### config.mk
export PLATFORM = sky130hd
export DESIGN_NAME = imem_dmem_arbiter
export DESIGN_NICKNAME = d
export VERILOG_FILES = /design/src/rtl/imem_dmem_arbiter.sv
export SDC_FILE = /design/constraint.sdc
export NUM_CORES = 1
export LEC_CHECK = 0
export ABC_CLOCK_PERIOD_IN_PS = 2200
export CORE_AREA = 2 2 107 109
export CTS_BUF_LIST = sky130_fd_sc_hd__clkbuf_4 sky130_fd_sc_hd__clkbuf_8
export CTS_CLUSTER_SIZE = 12
export DETAILED_ROUTE_END_ITERATION = 16
export DIE_AREA = 0 0 109 111
export GPL_TIMING_DRIVEN = 0
export PLACE_DENSITY = 0.67
export SLEW_MARGIN = 5
export SYNTH_ARGS = -nofsm -noshare
export SYNTH_HDL_FRONTEND = slang
export SYNTH_SLANG_ARGS = --single-unit
### constraint.sdc
create_clock -name clk -period 2.2 [get_ports clk]
set_input_delay 0.33 -clock clk [delete_from_list [all_inputs] [get_ports clk]]
set_output_delay 0.33 -clock clk [all_outputs]
set_load 0.005 [all_outputs]
### src/rtl/imem_dmem_arbiter.sv
// imem_dmem_arbiter: shares one fixed-latency single-port memory between fetch and load/store.
// Define IMEM_ARB_STARVE_GUARD_EN to build the fetch starvation guard.
module imem_dmem_arbiter #(
  parameter int AWIDTH       = 32,
  parameter int DWIDTH       = 32,
  parameter int MEM_LATENCY  = 1,
  parameter int STARVE_LIMIT = 4
) (
  input  logic                  clk,
  input  logic                  rst,
  input  logic                  if_req_i,
  input  logic [AWIDTH-1:0]     if_addr_i,
  input  logic                  if_flush_i,
  output logic                  if_gnt_o,
  output logic                  if_rvalid_o,
  output logic [DWIDTH-1:0]     if_rdata_o,
  output logic                  if_stall_o,
  input  logic                  d_req_i,
  input  logic                  d_we_i,
  input  logic [AWIDTH-1:0]     d_addr_i,
  input  logic [DWIDTH-1:0]     d_wdata_i,
  input  logic [DWIDTH/8-1:0]   d_be_i,
  output logic                  d_gnt_o,
  output logic                  d_rvalid_o,
  output logic [DWIDTH-1:0]     d_rdata_o,
  output logic                  mem_req_o,
  output logic                  mem_we_o,
  output logic [AWIDTH-1:0]     mem_addr_o,
  output logic [DWIDTH-1:0]     mem_wdata_o,
  output logic [DWIDTH/8-1:0]   mem_be_o,
  input  logic [DWIDTH-1:0]     mem_rdata_i
);
  typedef enum logic [1:0] {IDLE, BUSY_IF, BUSY_D} state_t;
  state_t state, state_d;
  logic [2:0] lat_cnt, lat_d;
  logic drop_q, drop_d, we_q, we_d;
  logic resp, can_gnt, force_if, gnt_d, gnt_if;
  if (MEM_LATENCY < 1 || MEM_LATENCY > 7 || STARVE_LIMIT < 1 || STARVE_LIMIT > 15) begin : g_bad_param
    $error("imem_dmem_arbiter: MEM_LATENCY or STARVE_LIMIT out of range");
  end
`ifdef IMEM_ARB_STARVE_GUARD_EN
  logic [3:0] starve_cnt, starve_d;
  assign force_if = starve_cnt == 4'(STARVE_LIMIT);
  assign starve_d = gnt_if ? 4'd0 : (gnt_d && if_req_i && !force_if) ? starve_cnt + 4'd1 : starve_cnt;
  always_ff @(posedge clk) starve_cnt <= rst ? 4'd0 : starve_d;
`else
  assign force_if = 1'b0;
`endif
  // Nothing is granted or returned while rst is high, so a reset abandons any access cleanly.
  assign resp    = !rst && state != IDLE && lat_cnt == 3'd0;
  assign can_gnt = !rst && (state == IDLE || resp);
  assign gnt_d   = can_gnt && d_req_i && !(if_req_i && force_if);
  assign gnt_if  = can_gnt && if_req_i && !gnt_d;
  assign if_gnt_o    = gnt_if;
  assign d_gnt_o     = gnt_d;
  assign if_stall_o  = if_req_i && !gnt_if;
  assign if_rvalid_o = resp && state == BUSY_IF && !drop_q && !if_flush_i;
  assign if_rdata_o  = if_rvalid_o ? mem_rdata_i : '0;
  assign d_rvalid_o  = resp && state == BUSY_D;
  assign d_rdata_o   = (d_rvalid_o && !we_q) ? mem_rdata_i : '0;
  assign mem_req_o   = gnt_d || gnt_if;
  assign mem_we_o    = gnt_d && d_we_i;
  assign mem_addr_o  = gnt_d ? d_addr_i : gnt_if ? if_addr_i : '0;
  assign mem_wdata_o = gnt_d ? d_wdata_i : '0;
  assign mem_be_o    = gnt_d ? d_be_i : gnt_if ? '1 : '0;
  always_comb begin
    state_d = state;
    lat_d   = lat_cnt;
    drop_d  = drop_q;
    we_d    = we_q;
    if (gnt_d || gnt_if) begin
      state_d = gnt_d ? BUSY_D : BUSY_IF;
      lat_d   = 3'(MEM_LATENCY - 1);
      drop_d  = 1'b0;
      we_d    = gnt_d && d_we_i;
    end else if (resp) begin
      state_d = IDLE;
      drop_d  = 1'b0;
    end else if (state != IDLE) begin
      lat_d  = lat_cnt - 3'd1;
      drop_d = drop_q || (state == BUSY_IF && if_flush_i);
    end
  end
  always_ff @(posedge clk) begin
    if (rst) begin
      state   <= IDLE;
      lat_cnt <= 3'd0;
      drop_q  <= 1'b0;
      we_q    <= 1'b0;
    end else begin
      state   <= state_d;
      lat_cnt <= lat_d;
      drop_q  <= drop_d;
      we_q    <= we_d;
    end
  end
endmodule

After elaboration in Yosys (flattened, before gate mapping)
Cells that the tools add are included.

storage, ports and cells
  register bits = 7
  latch bits = 0
  bits in writable memories = 0
  memory bits (read-only) = 0
  bits of input ports = 138
  memories kept = 0

cells by class
  $add $sub $neg = 1
  multipliers = 0
  div/mod/pow operators = 0
  order comparisons = 0
  equal/unequal tests = 2
  shifts and indexed selects = 0
  multiplexer cells = 10
  bitwise operators = 1
  reduce and logical (&&, ||, !) cells = 30

operators by type and width
  operator                                                            number
  32-bit 2-to-1 mux                                                   5
  1-bit logical AND                                                   14
  4-bit 2-to-1 mux                                                    2
  1-bit logical NOT                                                   6
  2-bit 2-to-1 mux                                                    3
  2-bit nonzero test                                                  2
  3-bit logical NOT                                                   1
  1-bit logical OR                                                    3
  3-bit OR reduction                                                  1
  3-bit by 1-bit subtractor with 3-bit output, second input constant  1
  2-bit by 1-bit == test with 1-bit output, second input constant     1
  2-bit == test, second input constant                                1
  2-bit logical NOT                                                   1
  2-bit AND reduction                                                 1
  2-bit OR reduction                                                  1
  1-bit inverter                                                      1

Depth between registers and ports, before layout
Gate-level depths: netlist (run 1).

  depth after elaboration = 10
  depth in mapped cells = 8
  gate-level depth less buffers = 6

Worst setup path after synthesis (run 1)
No wires, ideal clock.

  kind = register -> output
  from = reg lat_cnt[0]
  to = out mem_addr_o[13]
  data arrival time = 1403 ps
  required time = 1870 ps
  setup slack = 467 ps
  stages on the path, launching flop included = 9
  cells stage by stage = dfxtp_1 > inv_1 > ha_1 > nor2b_2 > nor2_2 > or2_1 > buf_6 > buf_6 > nor2_1

on the way
  longest elaborated chain between the ends = 9
  elaborated cells on any way between the ends = 10
  those cells by class = 2 x mux; 8 x reduce/logical

RTL lines
  item                    line  source
  from (decl)             35    logic [2:0] lat_cnt, lat_d;
  from (signal assigned)  92    lat_cnt <= lat_d;
  3-bit logical NOT (*)   50    assign resp = !rst && state != IDLE && lat_cnt == 3'd0;
  1-bit logical AND (*)   50
  1-bit logical OR (*)    51    assign can_gnt = !rst && (state == IDLE || resp);
  1-bit logical AND (*)   51
  1-bit logical AND       52    assign gnt_d = can_gnt && d_req_i && !(if_req_i && force_if);
  1-bit logical NOT       53    assign gnt_if = can_gnt && if_req_i && !gnt_d;
  1-bit logical AND       53
  32-bit 2-to-1 mux       63    assign mem_addr_o = gnt_d ? d_addr_i : gnt_if ? if_addr_i : '0;
  32-bit 2-to-1 mux (*)   63
  to (decl)               28    output logic [AWIDTH-1:0] mem_addr_o,

Mark *: on every way between the ends. The rest lies on a longest branch, timed or not.

Worst setup path in the final report (run 1)
  from = reg lat_cnt[0]
  to = out mem_addr_o[23]

The elaborated chain is that of the path after synthesis.

==> reports/metrics.yaml, run 1 <==
outcome: "finished, violations left"
failed_checks: "setup timing"
critical_path_depth: 11
finalPower_w: 0.00136
max_slew_margin_pct: 63.7
endpoint_kind: "output port"
critPathRequiredTime_ns: 1.87
synth_compound_area_share_pct: 21.4
drc: 0
cap_violations: 0
critPathMaxStageDelay_ns: 0.32
grt_setup_unrepaired: "yes"
switchingPower_w: 0.000448
cp_slowest_cell: "dfxtp_2"
synth_adder_area_share_pct: 1.59
cts_buffers: 3
pin_count: 277
fp.dieH_um: 111
synth.avg_cell_area_um2: 6.38
crit_path_max_fanout: 7
synth_top_family_by_area: "simple AND/OR/NAND/NOR gates"
die_w_um: 109
antenna_found_initial: 0
synthTopCellsByCount: "and2_1, nor2_1, and3_1"
areaGrowthSynthToFinish_pct: 227
ys_seq_elements: 7
drt_iter0_markers: 106
swShare_pct: 33.0
syn-num-nets: 386
setup_ws_ns: -0.107
cp-start-kind: "flip-flop"
cts_max_path_buffers: 2
yosysUniqueCellTypes: 32
start_util_pct: 14.2
synth_area_leader_cell: "and2_1"
antenna_cells: 0
clock-root-buffer: "clkbuf_8"
leakage_nw: 2.54
pwr-share-comb_pct: 74.2
critPathKind: "flip-flop to output port"
routedWlPerCell_um: 16.0
yosysWarnings: 0
synth_edf_count: 0
netlist_top_cells_area: "and2_1, a22oi_1, and3_1"
worst_hold_slack_ns: 0.514
netlist.area_leader.share_pct: 25.9
synthXorXnorAreaFrac_pct: 0
grt_pass1_vias: 3320
yosys_most_used_dff: "dfxtp_1"
place_ws_ns: -0.714
final_hold_viol_count: 0
dp_hpwl_um: 8870
min_period_ns: 2.31
final-setup-viol-count: 26
grt_max_degree: 11
firstDrtPassIters: 4
period_share_pct: 105
hold_path_class: "flip-flop to flip-flop"
die_area_um2: 12100
synthCells: 246
vias_per_cell: 4.39
tritoncts: "done"
sequentialPowerShare_pct: 11.1
drive_gt1_share_pct: 44.4
fp.coreArea_um2: 11100
yosysSeqAreaShare_pct: 8.92
drv_slew: 0
utilization_pct: 46.3
p_clk_share_pct: 14.7
clk_latency_ns: 0.23
tightest_slew_ns: 0.543
grt.total_usage_pct: 17.5
fin_nets: 717
grt_first_pass_wirelength_um: 16800
max_freq_mhz: 433
power_density_nw_per_um2: 264
arrival_ns: 1.98
ant_nets: 0
routabilityCongestion: 0.792
async_flop_share_pct: 0
overflow: 0
dpl_cell_area_um2: 4510
via_count: 3160
hold_path_depth: 2
internal-power_w: 0.000908
drt_wl_total_um: 11500
ir_drop_v: 0.000148
cts.sinks: 7
finalClockSkew_ns: 0.00121
final_area_um2: 5130
portBuffers: 276
clkTransAtPathRegs_ns: 0.04
worst-r2r-cell-count: 8
yosys-mux-area-fraction_pct: 1.43
syn_area_um2: 1570
crit_top_cell: "buf_6"
crit_buf_inv: 6
synth-simple-area-share_pct: 57.3
yosysMostFrequentCell: "and2_1"
regToRegSetupSlack_ns: 0.65
cp_cell_sequence: "inv_2, ha_4, nor2b_4, buf_6, nor2_4, or2_4, buf_12, buf_8, buf_6, nor2_2, buf_2"
num_rows: 39
h-tree-depth: 1
critical-path-top-delay-family: "buffers and inverters"
[power groups by stage]
stage	logic [W]	clock network, W	registers, W
after CTS	0.000938	0.000204	0.000151
after detailed placement	0.000791	0	0.000150
after global routing	0.00108	0.000213	0.000152
final	0.00101	0.000199	0.000151
after global placement	0.000781	0	0.000149
after floorplan	0.000255	0	0.000148
[path summary, 6_finish.rpt]
kind,to,start
setup reg to reg,state[0],lat_cnt[0]
hold / removal,we_q,we_q
hold reg to reg,we_q,we_q
setup / recovery,mem_addr_o[23],lat_cnt[0]
[worst min-delay path: stages, from the launching register on]
cell	delay, ns
dfxtp_1	0.33
o21ai_0	0.08
a21oi_1	0.06
[registers in the layout, indices dropped and copies added (netlist names)]
register  cells
drop_q        1
lat_cnt       3
we_q          1
state         2
[cells in the final DEF, fill, tap and decap left out, types with 2 or more instances in the layout]
cell and n:
and2_1 41, buf_16 2, and3_4 3, nor2b_1 3, mux2_2 2, nor2_2 8, o21ai_0 2, buf_12 2
dfxtp_1 4, clkdlybuf4s15_2 2, a21oi_1 8, clkdlybuf4s15_1 8, nor3_1 2, nand2_1 3, clkdlybuf4s50_1 136, a22oi_1 32
buf_2 49, buf_8 5, and3_1 30, nor2_1 18, o211ai_1 2, inv_2 3, clkbuf_2 36, and2_4 24
dlygate4sd2_1 24, nor2_4 17, clkbuf_4 3, buf_6 58, nor2b_4 2, clkbuf_8 10, buf_4 20, dfxtp_2 3
[kinds of logic (layout without fill, tap and decap cells)]
family          Yosys count  count (layout)
compound gates           48              48
fa+ha+maj                 2               2
simple gates            157             157
buf+inv                  30             360
flops                     7               7
mux                       2               2
[layer usage]
layer / part of all wire (%) / vias to the layer above / GRT usage [%]
met4: 2.2 / 0 / 5.38
met5: 0 / - / 0
met3: 11 / 15 / 3.88
met1: 34 / 1454 / 17.6
li1: - / 1507 / -
met2: 53 / 184 / 34.6
[stage by stage]
step | setup TNS [ns] | cells
global route | -4.71 | 719
finish | -0.657 | 719
floorplan | 0 | 246
detailed placement | -66.68 | 665
CTS | -2.86 | 716
global placement | -64.16 | 665
[what timing repair did]
action,4_1_cts,5_1_grt
resized for setup,478,158
pin swaps,22,26
setup endpoints to repair,139,114
setup buffers,37,11
gates cloned,10,0
endpoints found under the hold margin,0,0
hold buffers,0,0
[cell type report]
class,instances,area [um^2]
multi-input cells,209,1550
plain buffers,24,264
well taps,143,179
clock buffers,4,48.8
repair buffers,328,2930
inverters,4,15.0
fillers,1119,5950
flip-flops and latches,7,144
Note: power is estimated with default switching activity, not from simulation.
==> run 2, diff against run 1 <==
--- a/config.mk
+++ b/config.mk
@@ -6,13 +6,14 @@
 export NUM_CORES = 1
 export LEC_CHECK = 0
 export ABC_CLOCK_PERIOD_IN_PS = 2200
-export CORE_AREA = 2 2 107 109
+export CORE_AREA = 2 2 108 110
 export CTS_BUF_LIST = sky130_fd_sc_hd__clkbuf_4 sky130_fd_sc_hd__clkbuf_8
 export CTS_CLUSTER_SIZE = 12
 export DETAILED_ROUTE_END_ITERATION = 16
-export DIE_AREA = 0 0 109 111
+export DIE_AREA = 0 0 110 112
+export DONT_BUFFER_PORTS = 1
 export GPL_TIMING_DRIVEN = 0
-export PLACE_DENSITY = 0.67
+export PLACE_DENSITY = 0.35
 export SLEW_MARGIN = 5
 export SYNTH_ARGS = -nofsm -noshare
 export SYNTH_HDL_FRONTEND = slang
==> reports/metrics.yaml, run 2 (synthesis gave the netlist of run 1 again) <==
outcome: "finished, final reports clean"
die_w_um: 110
worst-r2r-cell-count: 7
fin_nets: 398
die_area_um2: 12300
period_share_pct: 98.0
overflow: 0
r2r-end: "state[1]"
critPathMaxStageDelay_ns: 0.31
critPathRequiredTime_ns: 1.87
drt_wl_total_um: 8200
dp_hpwl_um: 7110
fp.dieH_um: 112
routedWlPerCell_um: 20.5
drc: 0
drt_iter0_markers: 68
portBuffers: 0
n_fill_cell: 1247
clk_latency_ns: 0.23
cap_violations: 0
num_rows: 39
cts.sinks: 7
worst_hold_slack_ns: 0.264
firstDrtPassIters: 4
largest_reg_flops: 3
clkTransAtPathRegs_ns: 0.04
endpoint_kind: "output port"
clock-root-buffer: "clkbuf_8"
cts_buffers: 3
via_count: 1907
min_period_ns: 2.16
routabilityCongestion: 0.854
final_common_cell: "and2_1"
start_util_pct: 14.1
startpoint: "lat_cnt[0]"
h-tree-depth: 1
grt_max_degree: 11
reg2reg_from: "lat_cnt[0]"
crit_path_max_fanout: 8
hold_path_class: "input port to flip-flop"
power_density_nw_per_um2: 372
final_hold_viol_count: 0
ir_drop_v: 0.000121
areaGrowthSynthToFinish_pct: 34.3
crit_path_end: "d_rdata_o[12]"
largest_register: "lat_cnt"
grt.total_usage_pct: 11.6
multi_input_area_um2: 1470
layout_common_cells: "and2_1, and3_1, a22oi_1, and2_4, nor2_1"
max_slew_margin_pct: 56.8
grt_setup_unrepaired: "yes"
fin_cells: 401
place_inst: 389
arrival_ns: 1.83
leakage_nw: 0.897
critPathKind: "flip-flop to output port"
finalClockSkew_ns: 0.00145
register_area_um2: 143
cp_slowest_cell: "dfxtp_2"
regToRegSetupSlack_ns: 0.69
fp.coreArea_um2: 11200
max_freq_mhz: 464
tightest_slew_ns: 0.646
drive_gt1_share_pct: 35.8
cts_max_path_buffers: 2
grt_pass1_vias: 1790
ant_nets: 0
cp_cell_sequence: "inv_2, ha_4, nor2b_4, nand2b_4, nor4_4, buf_6, clkbuf_16, and2_4"
grt_first_pass_wirelength_um: 10500
final-setup-viol-count: 0
antenna_found_initial: 2
cp-start-kind: "flip-flop"
vias_per_cell: 4.76
tritoncts: "done"
pin_count: 277
reg_top3: "lat_cnt (3), state (2)"
drv_slew: 0
[run 2: area by class of cell]
class	count	area share, %
Antenna cell	1	0.119
Clock buffer	4	2.31
Sequential cell	7	6.77
Multi-Input combinational cell	209	69.9
Buffer	26	7.83
Inverter	4	0.712
Tap cell	143	8.49
Timing Repair Buffer	7	3.86
[run 2: critical path, delay by kind of cell (launching register included)]
kind,cells,cell delay [ns]
buffers and inverters,3,0.41
DFF,1,0.31
adders and majority gates,1,0.13
and+or+nand+nor,4,0.73
[run 2: timing repair]
action / 4_1_cts / 5_1_grt
hold buffers: 0 / 0
hold endpoints to repair: 0 / 0
setup buffers: 0 / 4
endpoints found under the setup margin: 72 / 103
pin swaps: 0 / 27
cloned: 0 / 3
resized for setup: 8 / 78
[run 2: per-layer routing]
layer / GRT usage [%] / part of all wire [%]
met3: 2.28 / 9.2
met4: 3.46 / 1.3
met1: 12.1 / 35
met2: 22.6 / 54
met5: 0 / 0.16
[run 2: power breakdown]
| group | internal [W] | switching [W] | total [W] |
|---|---|---|---|
| sequential | 0.000138 | 0.0000117 | 0.000150 |
| combinational | 0.000188 | 0.000244 | 0.000432 |
| clock | 0.000138 | 0.0000642 | 0.000203 |
[run 2: worst min-delay path by stage]
| stage | end | cells after the start | slack (ns) | startpoint |
|---|---|---|---|---|
| 2_1_floorplan | lat_cnt[0] | 2 | 0.46 | lat_cnt[0] |
| 3_3_place_gp | lat_cnt[0] | 2 | 0.48 | lat_cnt[0] |
| 3_5_place_dp | lat_cnt[0] | 2 | 0.49 | lat_cnt[0] |
| 4_1_cts | we_q | 2 | 0.27 | d_we_i |
| 5_1_grt | we_q | 2 | 0.31 | d_we_i |
| 6_report | we_q | 2 | 0.26 | d_we_i |
[run 2: through the flow]
step                total power [W]  cell area (um^2)  util (%)  worst slack, ns  setup TNS (ns)
CTS                        0.000695              1820      16.3        -0.000221       -0.000221
finish                     0.000784              2110      18.9           0.0439               0
global route               0.000837              2110      18.9          -0.0780           -1.70
detailed placement         0.000481              1750      15.7            0.103               0
global placement           0.000477              1750      15.7            0.132               0
floorplan                  0.000403              1570         -            0.467               0
==> run 3, diff against run 2 <==
--- a/config.mk
+++ b/config.mk
@@ -12,8 +12,10 @@
 export DETAILED_ROUTE_END_ITERATION = 16
 export DIE_AREA = 0 0 110 112
 export DONT_BUFFER_PORTS = 1
+export GPL_ROUTABILITY_DRIVEN = 0
 export GPL_TIMING_DRIVEN = 0
-export PLACE_DENSITY = 0.35
+export HOLD_SLACK_MARGIN = 0.02
+export PLACE_DENSITY = 0.32
 export SLEW_MARGIN = 5
 export SYNTH_ARGS = -nofsm -noshare
 export SYNTH_HDL_FRONTEND = slang
==> reports/metrics.yaml, run 3 (synthesis gave the netlist of run 1 again) <==
arrival_ns: 1.79
grt_pass1_vias: 1749
fin_nets: 393
critPathRequiredTime_ns: 1.87
vias_per_cell: 4.75
via_count: 1894
antenna_found_initial: 4
critPathKind: "flip-flop to output port"
wl_met3_um: 690
hold_path_depth: 2
final-setup-viol-count: 0
regToRegSetupSlack_ns: 0.62
reg_top3: "lat_cnt (3), state (2)"
fp.coreArea_um2: 11200
multi_input_area_um2: 1390
topRoutingLayerUsed: "met5"
final_hold_viol_count: 0
outcome: "finished, final reports clean"
portBuffers: 0
start_util_pct: 14.1
max_slew_margin_pct: 62.7
min_period_ns: 2.12
register_area_um2: 140
wl_met1_um: 2720
endpoint_kind: "output port"
clock-root-buffer: "clkbuf_8"
ir_drop_v: 0.0000997
fin_setup_tns_ns: 0
largest_reg_flops: 3
h-tree-depth: 1
finalPower_w: 0.000713
num_rows: 39
r2r-end: "state[1]"
wl_met2_um: 4280
ant_nets: 0
drt_iter0_markers: 73
cap_violations: 0
drt_wl_total_um: 7930
dpl_cell_area_um2: 1750
drv_slew: 0
power_density_nw_per_um2: 366
overflow: 0
dp_hpwl_um: 7080
areaGrowthSynthToFinish_pct: 23.9
setup_ws_ns: 0.0808
fp.dieH_um: 112
clkTransAtPathRegs_ns: 0.04
cts_buffers: 3
die_area_um2: 12300
holdPathEnd: "we_q"
clk_latency_ns: 0.22
n_fill_cell: 1273
die_w_um: 110
tightest_slew_ns: 0.557
firstDrtPassIters: 4
leakage_nw: 0.819
final_area_um2: 1950
grt_max_degree: 11
cp-start-kind: "flip-flop"
worst_hold_slack_ns: 0.287
cts.sinks: 7
final_common_cell: "and2_1"
drive_gt1_share_pct: 21.4
crit_path_max_fanout: 10
worst-r2r-cell-count: 7
pin_count: 277
drc: 0
cts_max_path_buffers: 2
reg2reg_from: "lat_cnt[0]"
grt_first_pass_wirelength_um: 10200
place_ws_ns: 0.127
max_freq_mhz: 472
finalClockSkew_ns: 0.00117
grt_setup_unrepaired: "yes"
worstHoldStart: "d_we_i"
largest_register: "lat_cnt"
period_share_pct: 96.3
routedWlPerCell_um: 19.9
hold_path_class: "input port to flip-flop"
layout_common_cells: "and2_1, and3_1, a22oi_1, nor2_1"
cts_hold_buf: 0
tritoncts: "done"
grt.total_usage_pct: 11.3
run 3: changes by cell type in the layout (fill, tap and decap cells not counted), sizes merged:
cell,delta
buf,-4
clkbuf,-1
diode,+3
run 3: worst max-delay path, cell delays in order, from the launching register on:
cell     delay (ns)
dfxtp_1        0.31
inv_2          0.07
ha_2           0.17
nor2b_4        0.24
nor2_4         0.08
or2_4          0.24
buf_6          0.15
buf_6          0.15
nor2_2         0.14
run 3: how the worst max path moves through the flow:
stage,from,endpoint,slack (ns),depth (start not counted)
after floorplan,lat_cnt[0],mem_addr_o[13],0.47,8
after global placement,lat_cnt[0],d_rdata_o[21],0.13,7
after detailed placement,lat_cnt[0],d_rdata_o[21],0.13,7
after CTS,lat_cnt[0],mem_addr_o[22],-0.01,8
after global routing,lat_cnt[1],mem_addr_o[16],-0.01,8
final,lat_cnt[0],mem_req_o,0.08,8
run 3: area by class of cell:
class / instances / share of cell area (%)
Sequential cell: 7 / 7.20
Tap cell: 143 / 9.20
Timing Repair Buffer: 2 / 0.836
Clock buffer: 4 / 2.51
Antenna cell: 4 / 0.514
Inverter: 4 / 0.772
Multi-Input combinational cell: 209 / 71.3
Buffer: 26 / 7.72
run 3: power by group:
part	leakage [nW]	internal, W	total [W]	switching (W)
registers	0.0574	0.000137	0.000149	0.0000111
logic	0.735	0.000147	0.000375	0.000228
clock network	0.0262	0.000137	0.000189	0.0000517
run 3: timing repair:
action	4_1_cts	5_1_grt
setup buffers	1	0
gates cloned	1	0
pin swaps	1	1
endpoints found under the setup margin	54	104
gates resized for setup	15	30
run 3: routing by layer:
layer,up-vias,track usage (%)
met5,-,0
met4,2,4.81
met3,10,1.76
met2,172,22.3
met1,853,11.3
li1,857,-
run 3: metrics by stage:
stage,util [%],cells
after floorplan,-,246
after global placement,15.7,389
after detailed placement,15.7,389
after CTS,16.6,395
after global routing,17.4,398
final,17.4,399
==> variant (flow settings as in run 1) <==
The option `IMEM_ARB_STARVE_GUARD_EN` is turned on by a define.
--- a/src/rtl/imem_dmem_arbiter.sv
+++ b/src/rtl/imem_dmem_arbiter.sv
@@ -1,5 +1,7 @@
 // imem_dmem_arbiter: shares one fixed-latency single-port memory between fetch and load/store.
 // Define IMEM_ARB_STARVE_GUARD_EN to build the fetch starvation guard.
+`define IMEM_ARB_STARVE_GUARD_EN
+
 module imem_dmem_arbiter #(
   parameter int AWIDTH       = 32,
   parameter int DWIDTH       = 32,
Behaviour: not the same (a bounded check fails within 10 cycles, from zero or initial values and one cycle with rst high).
==> variant against run 1 <==
- the run still ends with negative setup slack left
- non-clock buffer count unchanged
- area after synthesis increased by 7.6%
- sequential share of layout area increased by 1.4 points
- register-to-register slack got worse by 0.28 ns
- setup slack got worse by 0.16 ns
- cell count decreased by 1.5%
- sequential cell count increased by 4
- total power decreased by 16%
- routed wire length about the same
- design area increased by 3.3%
- critical path type unchanged
- critical endpoint is now mem_addr_o[25]
- highest routed layer unchanged
==> variant: results (changes against run 1) <==
Worst EP arrival -> 2.14 ns (+0.16 ns)
Hold Crit Start -> lat_cnt[0]$_SDFFE_PP0P_
Largest regs -> starve_cnt (4), lat_cnt (3), state (2)
Worst Skew -> 0.00384 ns (+0.00263 ns)
multiplexer area fraction after synthesis -> 0% (-1.4 points)
share of layout cells above drive strength 1 -> 50.6% (+6.2 points)
RR Endpoint -> state[1]$_SDFFE_PP0P_
WL met3 -> 1.02 mm (-16%)
reg-to-reg setup timing slack -> 0.37 ns (-0.28 ns)
met3 Usage GRT -> 3.23% (-0.65 points)
placed cells -> 651 (-2.1%)
Peak VDD IR -> 129 uV (-13%)
met2 GRT Util -> 33.8% (-0.79 points)
Area growth syn-to-layout -> 214%
Adder-Cell Fraction of Synth Area -> 2.96% (+1.4 points)
Hold Slack -> 0.471 ns (-0.0428 ns)
FILL cells -> 1079 (-3.6%)
Place WS -> -1.03 ns (-0.316 ns)
ranking of synthesized cells by area -> and2_1 (24%), a22o_1 (17%), dfxtp_1 (13%), and3_1 (12%), clkbuf_1 (3.3%)
area of the multi-input gates -> 0.00155 mm2 (+0.24%)
Setup crit end -> mem_addr_o[25]
synthesized instance count -> 232 (-5.7%)
Metal-1 WL -> 4.05 mm (+2.7%)
vias in the first global route -> 3202 (-3.6%)
1st-iter DRT viols -> 108 (+1.9%)
post-synth design cell area -> 0.00169 mm2 (+7.6%)
routed vias -> 3119 (-1.3%)
post-synthesis register bit count -> 11 (+4)
final count of negative-setup-slack endpoints -> 101 (+290%)
comb_multi_in -> 193 (-7.7%)
setup ws final -> -0.267 ns (-0.159 ns)
Reg2Reg Depth -> 9 (+1)
routed vias/inst -> 4.41 (+0.24%)
Synth Net Count -> 374 (-3.1%)
Post-Route WL -> 11.5 mm (about the same)
failing checks -> negative setup slack
status -> finished with violations
first-pass GRT wire length -> 16.3 mm (-3.3%)
sequential cell area share -> 4.25% (+1.4 points)
## variant: changes by cell type in the layout (fill, tap and decap cells not counted), moves of 8 or more
cell	run 1	this run
nor2_1	18	8
nor2_4	17	1
nor2_2	8	0
dlygate4sd2_1	24	3
a22o_1	0	32
and2_1	41	13
buf_6	58	84
buf_2	49	67
clkbuf_2	36	9
and2_4	24	52
a22oi_1	32	0
## variant: repair_timing
| action | CTS | global route |
|---|---|---|
| setup endpoints to repair | 139 | 136 |
| buffers inserted | 46 | 11 |
| resized for setup | 595 | 147 |
| gates cloned | 7 | 1 |
| pin swaps | 51 | 45 |
## variant: tightest hold or removal path, delay by kind of cell (launching register included)
kind             cells  cell delay [ns]
flip-flops           1             0.32
AND/OR/NAND/NOR      1             0.06
AO/OA/AOI/OAI        1             0.05
## variant: power by group
group	switching, mW	internal (mW)
clock network	0.0812	0.140
logic	0.231	0.481
registers	0.00552	0.205
total	0.318	0.826
